--- config.mk ---
export PLATFORM = sky130hd
export DESIGN_NAME = tick_counter_ctrl
export DESIGN_NICKNAME = d
export VERILOG_FILES = /design/src/rtl/tick_counter_ctrl.sv
export SDC_FILE = /design/constraint.sdc
export NUM_CORES = 1
export LEC_CHECK = 0
export CAP_MARGIN = 40
export CORE_ASPECT_RATIO = 0.8
export CORE_MARGIN = 4
export CORE_UTILIZATION = 40
export CTS_CLUSTER_DIAMETER = 30
export DETAILED_ROUTE_END_ITERATION = 8
export PLACE_DENSITY = 0.58
export SLEW_MARGIN = 20
export SYNTH_ARGS = -nofsm -noshare
export SYNTH_HDL_FRONTEND = slang
export SYNTH_SLANG_ARGS = --single-unit
--- constraint.sdc ---
create_clock -name clk_fast -period 13.9 [get_ports clk_fast]
set_input_delay 1.39 -clock clk_fast [delete_from_list [all_inputs] [get_ports clk_fast]]
set_output_delay 1.39 -clock clk_fast [all_outputs]
set_load 0.05 [all_outputs]
--- src/rtl/tick_counter_ctrl.sv ---
// Modulo-MAX_COUNT up/down counter advanced by enable_tick under a start/pause FSM,
// with synchronous load, terminal-count pulse and registered active-low 7-segment digits.
module tick_counter_ctrl #(
  parameter int WIDTH     = 7,
  parameter int MAX_COUNT = 59
) (
  input  logic             clk_fast,
  input  logic             reset,
  input  logic             enable_tick,
  input  logic             start_stop,
  input  logic             up_down,
  input  logic             load,
  input  logic [WIDTH-1:0] load_value,
  output logic [WIDTH-1:0] count,
  output logic             running,
  output logic             tc_pulse,
  output logic [6:0]       seg_tens,
  output logic [6:0]       seg_ones
);

  localparam logic [WIDTH-1:0] MAX_V = WIDTH'(MAX_COUNT);
  // Working width for digit split must hold at least the value 10.
  localparam int RW = (WIDTH > 7) ? WIDTH : 7;

  typedef enum logic [1:0] {IDLE, RUN, PAUSE} state_t;

  state_t           state, state_nxt;
  logic             start_stop_q;
  logic             ss_rise;
  logic [WIDTH-1:0] count_nxt;
  logic             tc_nxt;
  logic [RW-1:0]    rem;
  logic [3:0]       tens, ones;

  function automatic logic [6:0] seg_decode(input logic [3:0] d);
    logic [6:0] s;
    case (d)
      4'd0:    s = 7'b1000000;
      4'd1:    s = 7'b1111001;
      4'd2:    s = 7'b0100100;
      4'd3:    s = 7'b0110000;
      4'd4:    s = 7'b0011001;
      4'd5:    s = 7'b0010010;
      4'd6:    s = 7'b0000010;
      4'd7:    s = 7'b1111000;
      4'd8:    s = 7'b0000000;
      4'd9:    s = 7'b0010000;
      default: s = 7'b1111111;
    endcase
    return s;
  endfunction

  assign ss_rise = start_stop & ~start_stop_q;

  always_comb begin
    state_nxt = state;
    if (load) begin
      state_nxt = IDLE;
    end else if (ss_rise) begin
      case (state)
        IDLE:    state_nxt = RUN;
        RUN:     state_nxt = PAUSE;
        PAUSE:   state_nxt = RUN;
        default: state_nxt = IDLE;
      endcase
    end
  end

  // The advance decision looks at the current state, so a tick coinciding with a
  // pause request is still counted while a tick coinciding with resume is not.
  always_comb begin
    count_nxt = count;
    tc_nxt    = 1'b0;
    if (load) begin
      count_nxt = (load_value > MAX_V) ? MAX_V : load_value;
    end else if (state == RUN && enable_tick) begin
      if (up_down) begin
        if (count == MAX_V) begin
          count_nxt = '0;
          tc_nxt    = 1'b1;
        end else begin
          count_nxt = count + WIDTH'(1);
        end
      end else begin
        if (count == '0) begin
          count_nxt = MAX_V;
          tc_nxt    = 1'b1;
        end else begin
          count_nxt = count - WIDTH'(1);
        end
      end
    end
  end

  // Compare-subtract digit split; nine passes cover values up to 99.
  always_comb begin
    rem  = RW'(count);
    tens = '0;
    for (int unsigned i = 0; i < 9; i++) begin
      if (rem >= RW'(10)) begin
        rem  = rem - RW'(10);
        tens = tens + 4'd1;
      end
    end
    ones = rem[3:0];
  end

  always_ff @(posedge clk_fast) begin
    if (reset) begin
      state        <= IDLE;
      count        <= '0;
      running      <= 1'b0;
      tc_pulse     <= 1'b0;
      start_stop_q <= 1'b0;
      seg_tens     <= 7'b1000000;
      seg_ones     <= 7'b1000000;
    end else begin
      state        <= state_nxt;
      count        <= count_nxt;
      running      <= (state_nxt == RUN);
      tc_pulse     <= tc_nxt;
      start_stop_q <= start_stop;
      seg_tens     <= seg_decode(tens);
      seg_ones     <= seg_decode(ones);
    end
  end

endmodule

### Word level (Yosys, flattened, before mapping)

Memories as Yosys holds them, arrays and structs flattened. A register that Yosys moved wholly into a read port is not among the register bits.
Index checks and enable logic that the tools add are counted.

| storage, ports and cells | value |
|---|---|
| output and inout port bits | 23 |
| memories kept | 2 |
| memory bits (read-only) | 224 |
| logic and storage cells | 79 |
| register bits after elaboration | 12 |

Memories:

| name | words | width | rd ports | clocked after Yosys merged registers in | wr ports | RTL line | RTL |
|---|---|---|---|---|---|---|---|
| (name not given) | 16 | 7 | 1 | 1 | 0 | 37 | `case (d)` |
| (name not given) | 16 | 7 | 1 | 1 | 0 | 37 |  |

| cells by class | value |
|---|---|
| $lt $le $gt $ge | 10 |
| reductions and logical operators | 6 |
| add/subtract/negate cells | 19 |
| mux-type cells | 30 |
| bitwise gates (word level) | 3 |
| equal/unequal tests | 4 |

Operators with widths:

| kind | count |
|---|---|
| 2-to-1 mux 7 bit | 14 |
| greater-or-equal comparator 7 x 4 -> 1 bit, second input constant | 9 |
| subtractor 7 x 4 -> 7 bit, second input constant | 8 |
| 2-to-1 mux 4 bit | 9 |
| adder 4 x 1 -> 4 bit, second input constant | 8 |
| adder 7 x 1 -> 7 bit, second input constant | 1 |
| equality test 7 x 6 -> 1 bit, second input constant | 1 |
| > comparator 7 x 6 -> 1 bit, second input constant | 1 |
| zero test 7 bit | 1 |
| subtractor 7 x 1 -> 7 bit, second input constant | 1 |
| equality test 2 x 1 -> 1 bit, second input constant | 2 |
| 2-to-1 mux 1 bit | 4 |
| 2-to-1 mux 2 bit | 2 |
| one-hot mux 2 bit (2 select lines) | 1 |
| subtractor 4 bit, second input constant | 1 |
| OR reduction 3 bit | 1 |
| equality test 2 bit, second input constant | 1 |
| zero test 2 bit | 1 |
| inverter 1 bit | 2 |
| nonzero test 2 bit | 1 |
| OR reduction 2 bit | 1 |
| bitwise AND 1 bit | 1 |
| logical AND 1 bit | 1 |

### Depth between registers and ports, before layout

| logic depth | value |
|---|---|
| word-level depth | 18 |
| mapped depth | 31 |
| depth with buffers taken out | 30 |

### Least setup slack after synthesis

No wires, ideal clock.

| path | value |
|---|---|
| path kind | reg-to-reg |
| start point | register count[2] |
| end point | register seg_tens[3] |
| data required time | 13.767 ns |
| stages on the path, launching flop included | 30 |
| setup time | 0.133 ns |
| arrival | 6.928 ns |
| slack | 6.840 ns |
| path through | dfxtp_1 buf_2 inv_1 ha_1 nor2b_1 o21ai_1 a21oi_1 a21oi_1 o32ai_2 or3_1 buf_4 nor2_4 mux2_2 ha_1 a21oi_1 nor2_1 ha_1 nand3_1 and2_4 inv_1 ha_1 nor2_1 a21oi_1 ha_1 mux2_2 ha_1 mux2_2 ha_1 o31ai_1 a31oi_1 |

| between the ends | value |
|---|---|
| cells in the longest elaborated chain, start to end | 18 |

Ends and longest elaborated chain:

| element | RTL line | RTL |
|---|---|---|
| from (decl) | 14 | `output logic [WIDTH-1:0] count,` |
| from (signal assigned) | 119 | `count <= count_nxt;` |
| subtractor 7 x 4 -> 7 bit or greater-or-equal comparator 7 x 4 -> 1 bit (tied branches) | 101, 100 |  |
| 2-to-1 mux 7 bit or 2-to-1 mux 1 bit (tied branches) | 100 | `if (rem >= RW'(10)) begin` |
| subtractor 7 x 4 -> 7 bit, or another cell as far along | 101 | `rem = rem - RW'(10);` |
| 2-to-1 mux 7 bit or 2-to-1 mux 4 bit (tied branches) | 100 |  |
| subtractor 7 x 4 -> 7 bit, or another cell as far along | 101 |  |
| 2-to-1 mux 7 bit or 2-to-1 mux 4 bit (tied branches) | 100 |  |
| subtractor 7 x 4 -> 7 bit, or another cell as far along | 101 |  |
| 2-to-1 mux 7 bit or 2-to-1 mux 4 bit (tied branches) | 100 |  |
| [2 not listed] | -- |  |
| subtractor 7 x 4 -> 7 bit, or another cell as far along | 101 |  |
| 2-to-1 mux 7 bit or 2-to-1 mux 4 bit (tied branches) | 100 |  |
| subtractor 7 x 4 -> 7 bit, or another cell as far along | 101 |  |
| 2-to-1 mux 7 bit or 2-to-1 mux 4 bit (tied branches) | 100 |  |
| subtractor 7 x 4 -> 7 bit, or another cell as far along | 101 |  |
| 2-to-1 mux 7 bit or 2-to-1 mux 4 bit (tied branches) | 100 |  |
| greater-or-equal comparator 7 x 4 -> 1 bit or adder 4 x 1 -> 4 bit (tied branches) | 100, 102 |  |
| 2-to-1 mux 4 bit * | 100 |  |
| to (decl) | 17 | `output logic [6:0] seg_tens,` |

Mark *: on every way between the ends. The rest lies on a longest branch, timed or not.
A chain may end at the register's enable or synchronous reset.

### Worst setup path after layout

| path | value |
|---|---|
| start point | register count[1] |
| end point | register seg_tens[3] |

The elaborated chain is that of the path after synthesis.

==> out/results.tsv <==
metric	value	unit
status	finished clean	
layout cells sized above 1	0.109	
GR Util All Layers	0.188	
cts hold-fix bufs	0	
CTS max path bufs	2	
via count	3999	
Fin. Hold Viols	0	
GPL Wtd Cong	0.923	
H-Tree Level Count	1	
end of the critical path	seg_tens[3]	
reg2reg start	count[1]	
Inserted Clock Buffers	3	
vias per inst	6.26	
Crit Path Max Fanout	19	
Clock Latency Late Sink	0.26	ns
Tmin final	7.82	ns
number of setup buffers added after CTS	0	
DR iter-0 viols	301	
Ant. Diodes	0	
vias in the first global route	3768	
Final Max Tran Viols	0	
post-synth top area cell	dfxtp_1	
CP arrival	7.93	ns
die area	11400	um2
actual slew at the worst max-slew pin	0.741	ns
core area	9270	um2
setup violators final	0	
Hold Path Class	reg2reg	
Clock Skews	0.00451	ns
Post-Route WL	10.8	mm
first-pass GRT wire length	18.5	mm
Async SR Flop Fraction	0	
R2R Setup Slk	6.08	ns
nets@finish	561	
Most used DFF post-synth	dfxtp_1	
clk sinks	26	
pin count of the biggest net entering global routing	20	
drt first pass iters	5	
Sw Pwr	664	uW
Post-Syn Nets	541	
synthesized instance count	505	
Flop pwr share	0.087	
EDFF count, synth	0	
CP startpoint kind	flop	
detailed-route DRC error count	0	
Die Ht	96.2	um
syn avg cell area	7.71	um2
reg2reg end	seg_tens[3]	
max-cap violations	0	
FF+latch count, synth	26	
initial antenna violation count	0	
post-synthesis sequential area ratio	0.134	
Period Utilization, post-route	0.563	
TritonCTS clock tree	done	
GRT overflow	0	
WL per Instance	16.9	um
Cell Int Power	574	uW
YS warnings	0	
Synth top cells by count	39 x nand2_1, 39 x nor2_1, 36 x a21oi_1	
Post-Place Worst Slack	6.19	ns
die width	118	um
Root Buffer	clkbuf_16	
initial core utilization	0.420	
setup TNS	0	ns
IO Count	36	
Crit Path Category	reg2reg	
Max Clk Rate	0.128	GHz
Synth top area share	0.134	
static leakage	1.60	nW
Clock Pin Slew Worst Setup and Hold Paths	0.06	ns
clock power share	0.055	
PwrDens	283	nW/um2
RSZ-0062 raised after global routing	no	
Finished Core Util	0.471	
ANT nets after route	0	
R2R depth	27	
Netlist cell types	99	
CP startpoint	count[1]	
port bufs	35	
combinational share of power	0.859	
switch share	0.536	
Worst EP required	14.01	ns
Mapped Area	3890	um2
Peak VDD IR	0.220	mV
post-cts sizing count	0	
area grow syn2layout	12.2	%
# rows	31	
Detailed Place HPWL	8.35	mm
CP endpoint kind	flop	
final worst slack	6.08	ns
Synth area leaders	dfxtp_1 13%, ha_1 7.4%, a21oi_1 4.6%, nand2_1 3.8%, nor2_1 3.8%	
relative slew slack	0.505	
hold_ws	0.533	ns
-- cells by family (layout without fill, tap and decap cells) --
family,count (synthesis),count (layout),share of synthesized area
AND/OR/NAND/NOR,186,186,0.257
AO/OA/AOI/OAI,183,183,0.367
buffers and inverters,46,65,0.0534
flip-flops,26,26,0.134
XOR/XNOR,24,24,0.0691
adder cells (fa/ha/maj),23,23,0.0739
multiplexers,17,17,0.0460
-- per-stage QoR --
step / power [mW] / cells / area, um2
final: 1.24 / 639 / 4370
after global routing: 1.36 / 639 / 4370
after CTS: 1.24 / 639 / 4370
after detailed placement: 1.16 / 635 / 4280
after global placement: 1.14 / 634 / 4270
after floorplan: 0.962 / 505 / 3890
-- critical path: stages (launching register included) --
cell	delay, ns
dfxtp_1	0.80
inv_1	0.30
ha_1	0.36
nor2_1	0.37
a21oi_4	0.18
a21oi_1	0.34
nand3_1	0.20
and3_4	0.21
or3_1	0.51
nor2_4	0.26
mux2_2	0.39
ha_1	0.30
a21oi_1	0.17
nor2_1	0.08
ha_1	0.29
nand3_1	0.11
and2_4	0.19
inv_1	0.05
ha_1	0.28
nor2_1	0.23
a21oi_1	0.10
ha_1	0.34
mux2_2	0.30
ha_1	0.31
mux2_2	0.32
ha_1	0.31
o31ai_1	0.23
a31oi_1	0.11
-- power by group through the flow --
stage | logic, mW | clock network, mW | registers, mW
5_1_grt | 1.18 | 0.0722 | 0.109
4_1_cts | 1.06 | 0.0690 | 0.108
3_3_place_gp | 1.03 | 0 | 0.109
2_1_floorplan | 0.807 | 0 | 0.155
6_report | 1.06 | 0.0676 | 0.108
3_5_place_dp | 1.05 | 0 | 0.107
-- cells in the final DEF (no fill, tap or decap), types with 7 or more instances in the layout --
cell type / n
nor2_1: 39
nand2_1: 39
a21oi_1: 36
clkdlybuf4s50_1: 35
dfxtp_1: 26
inv_1: 24
ha_1: 23
o21ai_0: 22
nand3_1: 21
nand4_1: 16
xnor2_1: 16
nor3_1: 13
mux2i_1: 12
o211ai_1: 11
a31oi_1: 10
a211oi_1: 8
a21o_1: 7
-- area by class of cell --
| cell class | instances | area (um2) |
|---|---|---|
| multi-input combinational | 433 | 3160 |
| fill | 932 | 4900 |
| clock buffer | 4 | 88.8 |
| sequential | 26 | 520 |
| inverter | 25 | 93.8 |
| timing repair buffer | 36 | 355 |
| tap | 115 | 144 |
-- registers in the layout, summed over array words and instances (netlist names) --
register / cells
count: 7
seg_ones: 7
seg_tens: 7
state: 2
running: 1
start_stop_q: 1
tc_pulse: 1
-- layer usage --
layer,global-route usage,part of all wire,up-vias
met5,0,0,-
met4,0.0166,0.0018,0
met3,0.0311,0.066,4
met2,0.295,0.42,134
met1,0.279,0.51,1867
li1,-,-,1994
-- worst min path at each step --
stage | from | end | depth (start not counted)
detailed placement | state[1] | state[1] | 2
global route | state[0] | state[0] | 2
floorplan | state[1] | state[1] | 2
global placement | state[1] | state[1] | 2
finish | state[1] | state[1] | 2
CTS | state[1] | state[1] | 2
Power figures use the tool's default switching activity.
==> variant, RTL diff (same settings) <==
Make the reset (`reset`) asynchronous in one clocked block.
--- a/src/rtl/tick_counter_ctrl.sv
+++ b/src/rtl/tick_counter_ctrl.sv
@@ -107,3 +107,3 @@
 
-  always_ff @(posedge clk_fast) begin
+  always_ff @(posedge clk_fast or posedge reset) begin
     if (reset) begin
Formal check against the unedited RTL: differs if reset is asserted again (counterexample within 4 cycles, from zero or initial values and one cycle with reset high); with reset held inactive, the same outputs for 10 cycles.
==> variant against the original RTL <==
- clock skew up 2.2 ps
- sequential cell count did not move
- worst setup slack got worse by 990 ps
- largest cell class unchanged
- via count increased by 4.9%
- global-route usage down 1.5 points
- first-iteration DRC count rose by 65%
- design area grew 11%
- synthesized area up 11%
- routed wire length grew 5.4%
- critical path depth is 2 higher
- hold slack gained 41 ps
Power is not shown: default switching activity piles up to over one toggle a cycle in this logic, so the estimate is an artifact.
==> variant: results (changes against the original RTL) <==
| Metric | Value |
|---|---|
| Router iterations before antenna repair | 5 (unchanged) |
| Worst-case register-to-register setup slack | 5090 ps (-990 ps) |
| Worst Path Max Fanout | 13 (-6) |
| Worst slack after detailed placement | 5190 ps (-996 ps) |
| Main synth FF type | dfrtp_1 |
| Post-DP HPWL | 9.01 mm (+7.9%) |
| Fraction of synthesized area in multiplexers | 0.0614 (+0.0155) |
| Number of cells upsized or downsized after cts | 0 (unchanged) |
| Antenna violations before repair | 0 (unchanged) |
| First-pass GRT wire length | 18.8 mm (+1.9%) |
| P&R area growth vs syn | 11.6% |
| Share of cells above drive strength 1 | 0.140 (+0.0312) |
| Vias in the first global route | 3,709 (-1.6%) |
| Leading cell types by total area after synthesis | dfrtp_1, ha_1, a21oi_1 |
| Total wire length after detailed routing | 11.4 mm (+5.4%) |
| Run status | complete, no violations |
| Final weighted congestion of routability-driven global placement | 0.908 (-1.7%) |
| Fraction of the mapped netlist area in compound gates | 0.364 (-0.00308) |
| Signal arrival time at the worst endpoint | 8920 ps (+990 ps) |
| Number of cells in the design after placement | 679 (+6.9%) |
| Final layout net count | 580 (+3.4%) |
| Slew HR | 0.400 (-0.105) |
| Arithmetic-cell share of the synthesized area counting full adders, half adders and majority gates | 0.0663 (-0.00759) |
| Via count | 4,193 (+4.9%) |
| Number of distinct library cells after synthesis | 105 (+6.1%) |
| Maximum number of pins on one net before global-route repair | 26 (+30%) |
| Violation count after the first detailed-route iteration | 496 (+65%) |
| Share of flip-flops with an asynchronous set or reset | 1.00 (+1.00) |
| Area share of xor/xnor cells in the synthesized design | 0.0868 (+0.0177) |
| Crit path max-delay family | compound AO/OA/AOI/OAI gates |
| Syn_nets | 560 (+3.5%) |
| Per-instance average area after synthesis | 8.28 um2 (+7.4%) |
| DR WL/cell | 16.7 um (-1.4%) |
| Final hold slack | 574 ps (+40.7 ps) |
| Post-Layout Inst Area | 4840 um2 (+11%) |
| Reg2reg path depth | 29 (+7.4%) |
| Count of filler cells inserted in the layout | 1,021 (+9.5%) |
| Cell area reported after detailed placement | 4750 um2 (+11%) |
| Maximum clock skew at final layout | 6.70 ps (+2.18 ps) |
| Slowest cell on the critical path | o21ai_1 |
| Number of cells on the worst hold path | 2 (unchanged) |
| Final period util | 0.634 (+0.0712) |
| Post-synthesis sequential area ratio | 0.151 (+0.0168) |
| Crit-path max cell delay | 740 ps (-60 ps) |
| Total inserted antenna cells | 0 (unchanged) |
| Capture instance of the worst register-to-register path | seg_ones[0] |
| Overall track demand over capacity in global routing | 0.173 (-0.0146) |
| Worst Setup SP | count[1] |
| Most instantiated cells after synthesis | nand2_1, a21oi_1, nor2_1 |
==> variant: worst min-delay path by stage <==
stage | startpoint | endpoint
2_1_floorplan | state[0] | state[0]
3_3_place_gp | state[0] | state[0]
3_5_place_dp | state[0] | state[0]
4_1_cts | state[0] | state[0]
5_1_grt | state[0] | state[0]
6_report | state[0] | state[0]
==> variant: layer usage <==
layer,share of wire,GRT usage
met5,0,0
met4,0.0069,0.0118
met3,0.078,0.0237
met2,0.41,0.266
met1,0.50,0.270
==> variant: layout make-up <==
| type | instances | area share |
|---|---|---|
| Tap cell | 140 | 0.0362 |
| Sequential cell | 26 | 0.135 |
| Multi-Input combinational cell | 459 | 0.718 |
| Timing Repair Buffer | 36 | 0.0781 |
| Inverter | 18 | 0.0140 |
| Clock buffer | 4 | 0.0184 |
